$ cat config.mk
export PLATFORM = sky130hd
export DESIGN_NAME = axis_tx_arbiter
export DESIGN_NICKNAME = d
export VERILOG_FILES = /design/src/rtl/axis_arb_pkg.sv /design/src/rtl/axis_rr_picker.sv /design/src/rtl/axis_tx_arbiter.sv
export SDC_FILE = /design/constraint.sdc
export NUM_CORES = 1
export LEC_CHECK = 0
export BUFFER_PORTS_ARGS = -buffer_cell sky130_fd_sc_hd__buf_2
export CAP_MARGIN = 0
export CORE_MARGIN = 5
export CORE_UTILIZATION = 38
export DETAILED_ROUTE_END_ITERATION = 12
export PLACE_DENSITY = 0.87
export REMOVE_ABC_BUFFERS = 1
export SLEW_MARGIN = 20
export SYNTH_ARGS = -nofsm -noshare
export SYNTH_HDL_FRONTEND = slang
export SYNTH_HIERARCHICAL = 1
export SYNTH_SLANG_ARGS = --single-unit
$ cat constraint.sdc
create_clock -name ACLK -period 10.25 [get_ports ACLK]
set_input_delay 1.025 -clock ACLK [delete_from_list [all_inputs] [get_ports ACLK]]
set_output_delay 1.025 -clock ACLK [all_outputs]
set_load 0.02 [all_outputs]
$ cat src/rtl/axis_arb_pkg.sv
// Shared types and constants for the AXI-Stream transmit arbiter.
// Optional feature macro used by the top level: AXIS_ARB_PKT_CNT_EN.
package axis_arb_pkg;

  // Side-band widths carried unchanged from the winning port to the output.
  localparam int TUSER_W = 2;
  localparam int TDEST_W = 8;

  // Arbiter FSM: IDLE picks a winner, XFER routes one packet from it.
  typedef enum logic [0:0] {
    ARB_IDLE = 1'b0,
    ARB_XFER = 1'b1
  } arb_state_e;

  // Plain constants for the state register, kept equal to the enum values.
  localparam logic [0:0] ST_IDLE = 1'(ARB_IDLE);
  localparam logic [0:0] ST_XFER = 1'(ARB_XFER);

  // Round-robin rank of a port: 0 for the port right after the last grant,
  // NUM_PORTS-1 for the last granted port itself. Lowest rank wins.
  function automatic int rr_rank(input int port, input int last, input int n);
    return (port - last - 1 + n) % n;
  endfunction

endpackage

$ cat src/rtl/axis_rr_picker.sv
// Combinational round-robin picker: given the request vector and the last
// granted index, returns the next requester (one-hot and binary index).
module axis_rr_picker
  import axis_arb_pkg::*;
#(
  parameter int NUM_PORTS = 4,
  parameter int IDX_W     = $clog2(NUM_PORTS)
) (
  input  logic [NUM_PORTS-1:0] req,
  input  logic [IDX_W-1:0]     last,
  output logic [NUM_PORTS-1:0] onehot,
  output logic [IDX_W-1:0]     idx,
  output logic                 valid
);

  int best_rank;

  // Pick the requester with the lowest rank relative to the last grant.
  always_comb begin
    best_rank = NUM_PORTS;
    idx       = '0;
    onehot    = '0;
    for (int p = 0; p < NUM_PORTS; p++) begin
      if (req[p] && (rr_rank(p, int'(last), NUM_PORTS) < best_rank)) begin
        best_rank = rr_rank(p, int'(last), NUM_PORTS);
        idx       = IDX_W'(p);
      end
    end
    valid = (best_rank < NUM_PORTS);
    for (int p = 0; p < NUM_PORTS; p++) begin
      onehot[p] = valid && (idx == IDX_W'(p));
    end
  end

endmodule

$ cat src/rtl/axis_tx_arbiter.sv
// Packet-level round-robin arbiter merging NUM_PORTS AXI-Stream sources onto
// one transmit stream. A grant is held from the first beat to TLAST; one idle
// cycle separates packets.
// Optional feature: define AXIS_ARB_PKT_CNT_EN to add per-port 16-bit
// completed-packet counters on PKT_CNT.
//
// Handshake: a beat moves on a port when its TVALID and TREADY are both high
// on a rising ACLK edge; TVALID never waits on TREADY, and TREADY of a
// non-granted port is always low.
module axis_tx_arbiter
  import axis_arb_pkg::*;
#(
  parameter int NUM_PORTS  = 4,
  parameter int DATA_WIDTH = 16,
  parameter int ID_WIDTH   = 8
) (
  input  logic                              ACLK,
  input  logic                              ARESETn,
  input  logic [NUM_PORTS-1:0]              S_TVALID,
  output logic [NUM_PORTS-1:0]              S_TREADY,
  input  logic [NUM_PORTS*DATA_WIDTH-1:0]   S_TDATA,
  input  logic [NUM_PORTS*DATA_WIDTH/8-1:0] S_TKEEP,
  input  logic [NUM_PORTS*DATA_WIDTH/8-1:0] S_TSTRB,
  input  logic [NUM_PORTS-1:0]              S_TLAST,
  input  logic [NUM_PORTS*TUSER_W-1:0]      S_TUSER,
  input  logic [NUM_PORTS*TDEST_W-1:0]      S_TDEST,
  output logic                              M_TVALID,
  input  logic                              M_TREADY,
  output logic [DATA_WIDTH-1:0]             M_TDATA,
  output logic [DATA_WIDTH/8-1:0]           M_TKEEP,
  output logic [DATA_WIDTH/8-1:0]           M_TSTRB,
  output logic                              M_TLAST,
  output logic [TUSER_W-1:0]                M_TUSER,
  output logic [TDEST_W-1:0]                M_TDEST,
  output logic [ID_WIDTH-1:0]               M_TID,
  output logic [NUM_PORTS-1:0]              GRANT,
  output logic [0:0]                        state_dbg
`ifdef AXIS_ARB_PKT_CNT_EN
  ,
  output logic [NUM_PORTS*16-1:0]           PKT_CNT
`endif
);

  localparam int IDX_W  = $clog2(NUM_PORTS);
  localparam int KEEP_W = DATA_WIDTH / 8;

  logic [0:0]           state;
  logic [IDX_W-1:0]     grant_idx;
  logic [NUM_PORTS-1:0] grant_q;
  logic [IDX_W-1:0]     last_grant;
  logic [NUM_PORTS-1:0] pick_onehot;
  logic [IDX_W-1:0]     pick_idx;
  logic                 pick_valid;
  logic                 xfer;
  logic                 pkt_done;

  axis_rr_picker #(
    .NUM_PORTS (NUM_PORTS),
    .IDX_W     (IDX_W)
  ) u_picker (
    .req    (S_TVALID),
    .last   (last_grant),
    .onehot (pick_onehot),
    .idx    (pick_idx),
    .valid  (pick_valid)
  );

  assign xfer      = (state == ST_XFER);
  assign pkt_done  = xfer && M_TVALID && M_TREADY && M_TLAST;
  assign state_dbg = state;

  // FSM: latch the winner in IDLE, release it on the TLAST handshake.
  // last_grant resets to the top port so that port 0 is searched first.
  always_ff @(posedge ACLK or negedge ARESETn) begin
    if (!ARESETn) begin
      state      <= ST_IDLE;
      grant_idx  <= '0;
      grant_q    <= '0;
      last_grant <= IDX_W'(NUM_PORTS - 1);
    end else if (state == ST_IDLE) begin
      if (pick_valid) begin
        state     <= ST_XFER;
        grant_idx <= pick_idx;
        grant_q   <= pick_onehot;
      end
    end else begin
      if (pkt_done) begin
        state      <= ST_IDLE;
        last_grant <= grant_idx;
      end
    end
  end

  // Route the granted port's payload; nothing is modified on the way through.
  always_comb begin
    M_TDATA = '0;
    M_TKEEP = '0;
    M_TSTRB = '0;
    M_TLAST = 1'b0;
    M_TUSER = '0;
    M_TDEST = '0;
    for (int p = 0; p < NUM_PORTS; p++) begin
      if (grant_idx == IDX_W'(p)) begin
        M_TDATA = S_TDATA[p*DATA_WIDTH +: DATA_WIDTH];
        M_TKEEP = S_TKEEP[p*KEEP_W +: KEEP_W];
        M_TSTRB = S_TSTRB[p*KEEP_W +: KEEP_W];
        M_TLAST = S_TLAST[p];
        M_TUSER = S_TUSER[p*TUSER_W +: TUSER_W];
        M_TDEST = S_TDEST[p*TDEST_W +: TDEST_W];
      end
    end
  end

  // Handshake outputs exist only in XFER; idle leaves every ready and valid low.
  always_comb begin
    GRANT    = xfer ? grant_q : '0;
    S_TREADY = GRANT & {NUM_PORTS{M_TREADY}};
    M_TVALID = xfer && |(grant_q & S_TVALID);
    M_TID    = ID_WIDTH'(grant_idx);
  end

`ifdef AXIS_ARB_PKT_CNT_EN
  logic [15:0] pkt_cnt [NUM_PORTS];

  // Count completed packets per port; 16-bit counters wrap naturally.
  always_ff @(posedge ACLK or negedge ARESETn) begin
    if (!ARESETn) begin
      for (int p = 0; p < NUM_PORTS; p++) pkt_cnt[p] <= '0;
    end else begin
      for (int p = 0; p < NUM_PORTS; p++) begin
        if (pkt_done && (grant_idx == IDX_W'(p))) pkt_cnt[p] <= pkt_cnt[p] + 16'd1;
      end
    end
  end

  // Flatten the counters onto the output bus, port p at [p*16 +: 16].
  always_comb begin
    PKT_CNT = '0;
    for (int p = 0; p < NUM_PORTS; p++) PKT_CNT[p*16 +: 16] = pkt_cnt[p];
  end
`endif

endmodule
# Yosys cells after proc, flatten, opt, wreduce, memory -nomap -nowiden
# Index checks and enable logic that the tools add are counted.
[word_totals] ff_bits=9 in_bits=131
[op_classes] addsub=12 n_lt_le_gt_ge=5 n_eq_ne=6 n_mux=35 n_bitwise=7 n_reduce_logical=21
[op_table] operator="adder 32 x 4 -> 32 bit (second input constant)" count=4
[op_table] operator="2-to-1 mux 32 bit" count=4
[op_table] operator="less-than comparator 3 x 32 -> 1 bit" count=3
[op_table] operator="subtractor 32 x 2 -> 32 bit (second input constant)" count=3
[op_table] operator="2-to-1 mux 16 bit" count=4
[op_table] operator="less-than comparator 32 x 4 -> 1 bit (second input constant)" count=1
[op_table] operator="2-to-1 mux 8 bit" count=4
[op_table] operator="2-to-1 mux 2 bit" count=14
[op_table] operator="logical AND 1 bit" count=12
[op_table] operator="bitwise AND 4 bit" count=2
[op_table] operator="== test 2 bit (second input constant)" count=4
[op_table] operator="2-to-1 mux 1 bit" count=8
[op_table] operator="OR reduction 2 bit" count=4
[op_table] operator="subtractor 1 x 2 -> 3 bit (first input constant)" count=2
[op_table] operator="subtractor 2 x 2 -> 3 bit (first input constant)" count=2
[op_table] operator="bitwise AND 1 bit" count=4
[op_table] operator="== test 2 x 1 -> 1 bit (second input constant)" count=2
[op_table] operator="zero test 2 bit" count=2
[op_table] operator="less-than comparator 3 x 4 -> 1 bit (second input constant)" count=1
[op_table] operator="2-to-1 mux 4 bit" count=1
[op_table] operator="AND reduction 2 bit" count=2
[op_table] operator="OR reduction 4 bit" count=1
[op_table] operator="subtractor 3 x 2 -> 4 bit (second input constant)" count=1
[op_table] operator="NOT 1 bit" count=1

# Logic depth before layout (Yosys ltp)
[logic_depth] word_depth=20 depth_mapped=17 mapped_depth_nobuf=17

# Cells and area by module
# Netlist, hierarchy kept.
[modules_own_cells] mod="axis_tx_arbiter" n_inst=1 cells_per_inst=79 area_each_um2=1224.9 seq_area_each_um2=227.7
[modules_own_cells] mod="axis_rr_picker" n_inst=1 cells_per_inst=60 area_each_um2=455.4 seq_area_each_um2=0.0

# Worst setup path before layout
# Ideal clock, no wire load.
[synth_path] path_kind="reg-to-reg" start="register last_grant[0]" end="register grant_q[1]" t_arrival_ns=3.563 required_ns=10.125 setup_slack_ns=6.562 path_stages_with_launch=17 n_path_buf=0 synth_period_minus_slack_ns=3.688 cell_sequence="dfstp_2 inv_1 ha_1 nor3b_4 o211a_1 o21ai_0 and2_1 ha_1 o21ai_0 o21ai_2 a41o_1 ha_1 a21oi_1 nand2_1 a221oi_1 nor3_1 mux2_2"
[synth_between] elab_chain_len=19 elab_cells_between_ends=39 classes_between="add/sub (12); order compare (5); eq/ne (1); mux (7); bitwise (4); reduce/logical (10)"
[synth_lines] element="start: declaration" line_no="axis_tx_arbiter.sv:50" rtl="logic [IDX_W-1:0] last_grant;"
[synth_lines] element="start signal: assignment" line_no="axis_tx_arbiter.sv:79" rtl="last_grant <= IDX_W'(NUM_PORTS - 1);"
[synth_lines] element="start signal: assignment" line_no="axis_tx_arbiter.sv:89" rtl="last_grant <= grant_idx;"
[synth_lines] element="subtractor 1 x 2 -> 3 bit" line_no="axis_arb_pkg.sv:22" rtl="return (port - last - 1 + n) % n;"
[synth_lines] element="subtractor 3 x 2 -> 4 bit" line_no="axis_arb_pkg.sv:22"
[synth_lines] element="adder 32 x 4 -> 32 bit" line_no="axis_arb_pkg.sv:22"
[synth_lines] element="OR reduction 2 bit (no source line)"
[synth_lines] element="bitwise AND 1 bit (no source line)"
[synth_lines] element="less-than comparator 3 x 4 -> 1 bit" line_no="axis_rr_picker.sv:24" rtl="if (req[p] && (rr_rank(p, int'(last), NUM_PORTS) < best_rank)) begin"
[synth_lines] element="logical AND 1 bit" line_no="axis_rr_picker.sv:24"
[synth_lines] element="2-to-1 mux 32 bit" line_no="axis_rr_picker.sv:24"
[synth_lines] element="[4 not listed]"
[synth_lines] element="logical AND 1 bit" line_no="axis_rr_picker.sv:24"
[synth_lines] element="2-to-1 mux 32 bit" line_no="axis_rr_picker.sv:24"
[synth_lines] element="less-than comparator 3 x 32 -> 1 bit" line_no="axis_rr_picker.sv:24"
[synth_lines] element="logical AND 1 bit" line_no="axis_rr_picker.sv:24"
[synth_lines] element="2-to-1 mux 32 bit / 2-to-1 mux 2 bit (equally long branches)" line_no="axis_rr_picker.sv:24"
[synth_lines] element="less-than comparator 32 x 4 -> 1 bit / == test 2 x 1 -> 1 bit (equally long branches)" line_no="axis_rr_picker.sv:29, axis_rr_picker.sv:31"
[synth_lines] element="logical AND 1 bit *" line_no="axis_rr_picker.sv:31" rtl="onehot[p] = valid && (idx == IDX_W'(p));"
[synth_lines] element="via pick_onehot[1]" line_no="axis_tx_arbiter.sv:51" rtl="logic [NUM_PORTS-1:0] pick_onehot;"
[synth_lines] element="end signal: assignment" line_no="axis_tx_arbiter.sv:84" rtl="grant_q <= pick_onehot;"
[synth_lines] element="end: declaration" line_no="axis_tx_arbiter.sv:49" rtl="logic [NUM_PORTS-1:0] grant_q;"
# Mark *: on every way through the listed nets, which the timed path passes. The rest lies on a longest branch.
# A chain may end at the register's enable or synchronous reset.

# Worst setup path in the final report
# Ends and elaborated chain as after synthesis.

==> results by stage <==
Timing:
- The count of endpoints failing hold in the final timing report is 0.
- Derived from the worst setup path, the maximum achievable clock frequency is 243 MHz.
- At the pin with the least slew margin, the transition time is 0.610 ns.
- The count of final max-slew check failures is 0.
- The final setup violation count is 0.
- Between clock sinks in the finished design, the worst skew comes to 0.00393 ns.
- The total negative slack is 0 ns.
- The worst pin sits at a relative slew slack of 59.3%.
- Setup repair after global routing left no endpoint under its margin.
- Subtracting the final worst setup slack from the clock period gives 4.11 ns.
- In the finished design, the share of the clock period the worst path needs comes to 40.1%.

Placement:
- After legalization and detailed placement, the total HPWL measured 5.75 mm.
- Buffers placed on the I/O ports in this run total 173.
- At the end of routability-driven placement, the weighted congestion stood at 0.891.
- Summing all placed instances gives a cell area of 0.00254 mm^2.
- The number of placed cells counting well taps is 353.

Route:
- The antenna violation net count after detailed routing is 0.
- After detailed routing, the number of vias per cell comes to 5.45.
- The number of vias in the routed layout is 1947.
- The routed design has 6.48 mm of wire.
- For this block, the initial DRC count from the detailed router was 47.
- The average routed wire per standard cell is 18.1 um.
- The iteration count of the initial detailed-routing pass is 4.
- The DRC violation count after routing is 0.

Power:
- The maximum VDD drop is 0.000135 V.
- The fraction of power spent switching nets is 50.3%.
- The share of power burned in registers is 15.8%.
- Power comes to 0.000753 W.
- Summed over all nets, the switching power comes to 0.000379 W.
- The analysis attributes to cell leakage a power of 1.35 nW.
- The power density normalized to cell area is 291 mW/mm^2.
- The internal portion of total power is 0.000374 W.
- Per report_power, the clock group accounts for 5.5% of the total.
- In this run, the combinational gates consume 78.8% of the power.

Critical path:
- The critical path launch point type is a register.
- The worst setup path is of the reg -> reg kind.
- The capturing element type of the critical path is a register.
- Along the worst path, the maximum fanout reaches 9.
- The critical path's largest stage delay is 0.62 ns.
- For the worst setup path, the data arrival time is 4.22 ns.
- The cell repeated most along the worst path is ha_1.
- Traced cell by cell, the critical path runs through inv_1 > ha_1 > nor3b_4 > o211a_1 > o21ai_0 > and2_1 > ha_1 > o21ai_0 > o21ai_2 > a21oi_1 > a41o_1 > ha_1 > a21oi_1 > nand2_1 > a221oi_1 > nor3_1 > mux2_2.
- The required time reported for the critical path endpoint is 10.36 ns.
- The cell at the slowest stage of the critical path is dfstp_2.

Clocking:
- The TritonCTS clock tree is built.
- The number of hold buffers added after cts is 0.
- The clock insertion delay at the later pin of the skew report is 0.23 ns.
- The number of gates resized after CTS is 0.
- The number of CTS-inserted buffers is 3.
- The tree built by TritonCTS fans out to 9 sinks.
- Counting along the longest clock path gives a buffer depth of 2.
- The clock transition at the register clock pins on the worst setup and hold paths after CTS is 0.05 ns.
- In this run the number of H-tree levels came out at 1.
- The number of setup buffers added after CTS is 0.
- The tree is rooted in a clkbuf_8.

Floorplan:
- The floorplan has 24 rows.
- The core outline area is 0.00432 mm^2.
- For this design the top-level I/O count stands at 180.
- The die covers 0.00585 mm^2.
- For this configuration, the core starts out at a cell density of 38.9%.
- The floorplan step set the die width to 76.5 um.
- The vertical die dimension is 76.5 um.

Synth:
- In this run, synthesis inferred 0 flip-flops with an integrated enable.
- The average instance area after synthesis is 12.1 um^2.
- Yosys printed 6 warnings.
- After synthesis, the largest family of logic cells by area is multiplexers.
- The adder and majority cell fraction of the synthesized area is 6.70%.
- The synthesized netlist occupies a cell area of 0.00168 mm^2.
- Synthesis instantiated 45 different standard cells from the library.
- The area share of and/or/nand/nor cells after synthesis is 12.7%.
- The post-synthesis register bit count is 9.
- Summing the areas of all compound-gate instances in the mapped netlist gives 12.2% of the synthesized area.
- The gate count after technology mapping is 139.
- The proportion of register bits with asynchronous set or reset after synthesis is 100%.
- For this run, the register share of the synthesized area comes to 13.6%.
- The post-synthesis mux area share is 47.4%.
- The share of the synthesized netlist area taken by xor and xnor gates is 0.521%.
- Among all flip-flop cells after synthesis, the most frequent one is dfrtp_1.

Cells and area:
- From synthesis to final layout, the design area changed by 54.1%.
- In the final layout, the multi-input gates occupy 0.00136 mm^2.
- Once layout is done, the placed cells without fillers occupy 0.00259 mm^2.
- The post-layout net count is 446.
- After filler insertion, the fill cell instance count of the layout stands at 374.
- For this run, the share of the core covered by cells in the final layout is 59.9%.
- The finished layout holds 357 standard cells, fillers aside.
- Leaving out fill and tap cells, the most frequent cells in the layout are 173 x buf_2, 31 x mux4_2, 9 x ha_1.
- The library cell used most frequently in the layout, excluding fill and tap cells, is buf_2.
- The total area of sequential cells is 231 um^2.
- The repair_antennas step left the layout with diodes totalling 0.
- Of the cells placed in the final design, the portion with a size suffix greater than 1 is 73.8%.

Global route:
- The pin count of the biggest net entering global routing is 35.
- The number of antenna violations at the first check in global routing is 1.
- The via count of the first global-routing pass is 2200.
- The first global-routing pass estimated 10.6 mm of wire.
- Summed over all layers, the global routing overflow is 0.
- The total track usage is 21.8%.

Status:
- The flow ran to the end, and the final reports show no timing, DRC or antenna violations.

Run:
- The total of max-cap violations is 0.

Hold path:
- The min-delay analysis places its worst path in the category reg -> reg.
## cells in the mapped netlist, types with 2 or more instances
cell type / instances / share of area, %
o21ai_0: 2 / 0.60
nor3_1: 3 / 0.89
ha_1: 9 / 6.7
nand2_1: 5 / 1.1
clkbuf_1: 7 / 1.6
nor2_1: 6 / 1.3
and3_1: 4 / 1.5
nor2b_1: 3 / 1.1
buf_4: 6 / 2.7
mux4_2: 31 / 42
mux2_2: 6 / 4.0
inv_1: 4 / 0.89
o21a_1: 4 / 1.8
a21oi_1: 2 / 0.60
a41o_1: 2 / 1.2
buf_2: 3 / 0.89
mux2_4: 2 / 1.8
dfstp_2: 2 / 3.1
dfrtp_1: 7 / 10
a22o_1: 2 / 1.0
and2_1: 5 / 1.9
## power groups by stage
stage / sequential [W] / clock (W) / combinational (W)
global route: 0.000132 / 0.0000439 / 0.000636
CTS: 0.000121 / 0.0000421 / 0.000597
global placement: 0.000119 / 0 / 0.000583
floorplan: 0.000118 / 0 / 0.000428
detailed placement: 0.000122 / 0 / 0.000594
finish: 0.000119 / 0.0000410 / 0.000593
## metrics by stage
stage / setup slack (ns) / hold slack (ns)
floorplan: 6.58 / 0.511
global placement: 6.28 / 0.557
detailed placement: 6.16 / 0.566
CTS: 6.15 / 0.579
global route: 5.90 / 0.594
finish: 6.14 / 0.579
## routing by layer
metal | global-route usage (%) | vias to the layer above | wire (um)
li1 | - | 891 | -
met1 | 23.4 | 937 | 2130
met2 | 40.8 | 101 | 3570
met3 | 5.56 | 16 | 613
met4 | 7.69 | 2 | 148
met5 | 0 | - | 11
## state kept, by name (all words and copies together), names as in the netlist
name and cells:
state_dbg 1, last_grant 2, grant_idx 2, grant_q 4
## cells by family (layout without fill, tap and decap cells)
family                     count (synthesis)  in the layout
AOI/OAI and AO/OA                         25             25
xor gates and xnor gates                   1              1
adders and majority gates                  9              9
buffers and inverters                     21            182
DFF                                        9              9
muxes                                     39             39
other                                      1              6
and+or+nand+nor                           34             34
## worst max-delay path, delay by kind of cell (launching register included)
| family | cells | cell delay (ns) |
|---|---|---|
| AOI/OAI and AO/OA | 8 | 1.43 |
| adders and majority gates | 3 | 0.82 |
| buffers and inverters | 1 | 0.12 |
| DFF | 1 | 0.62 |
| muxes | 1 | 0.27 |
| and+or+nand+nor | 4 | 0.73 |
## final timing paths
check,startpoint,end,slack [ns],cells after the start
setup / recovery,last_grant[0],grant_q[1],6.14,17
hold / removal,grant_q[3],grant_q[3],0.58,1
setup reg to reg,last_grant[0],grant_q[1],6.14,17
hold reg to reg,grant_q[3],grant_q[3],0.58,1
max in group asynchronous,ARESETn,last_grant[0],9.36,1
min in group asynchronous,ARESETn,grant_q[3],0.64,1
## final cells by class
type / count / share of cell area, %
Multi-Input combinational cell: 114 / 52.5
Sequential cell: 9 / 8.94
Timing Repair Buffer: 174 / 33.7
Inverter: 4 / 0.580
Clock buffer: 4 / 1.74
Tap cell: 52 / 2.51
No activity file was read; power rests on OpenSTA's default activity.
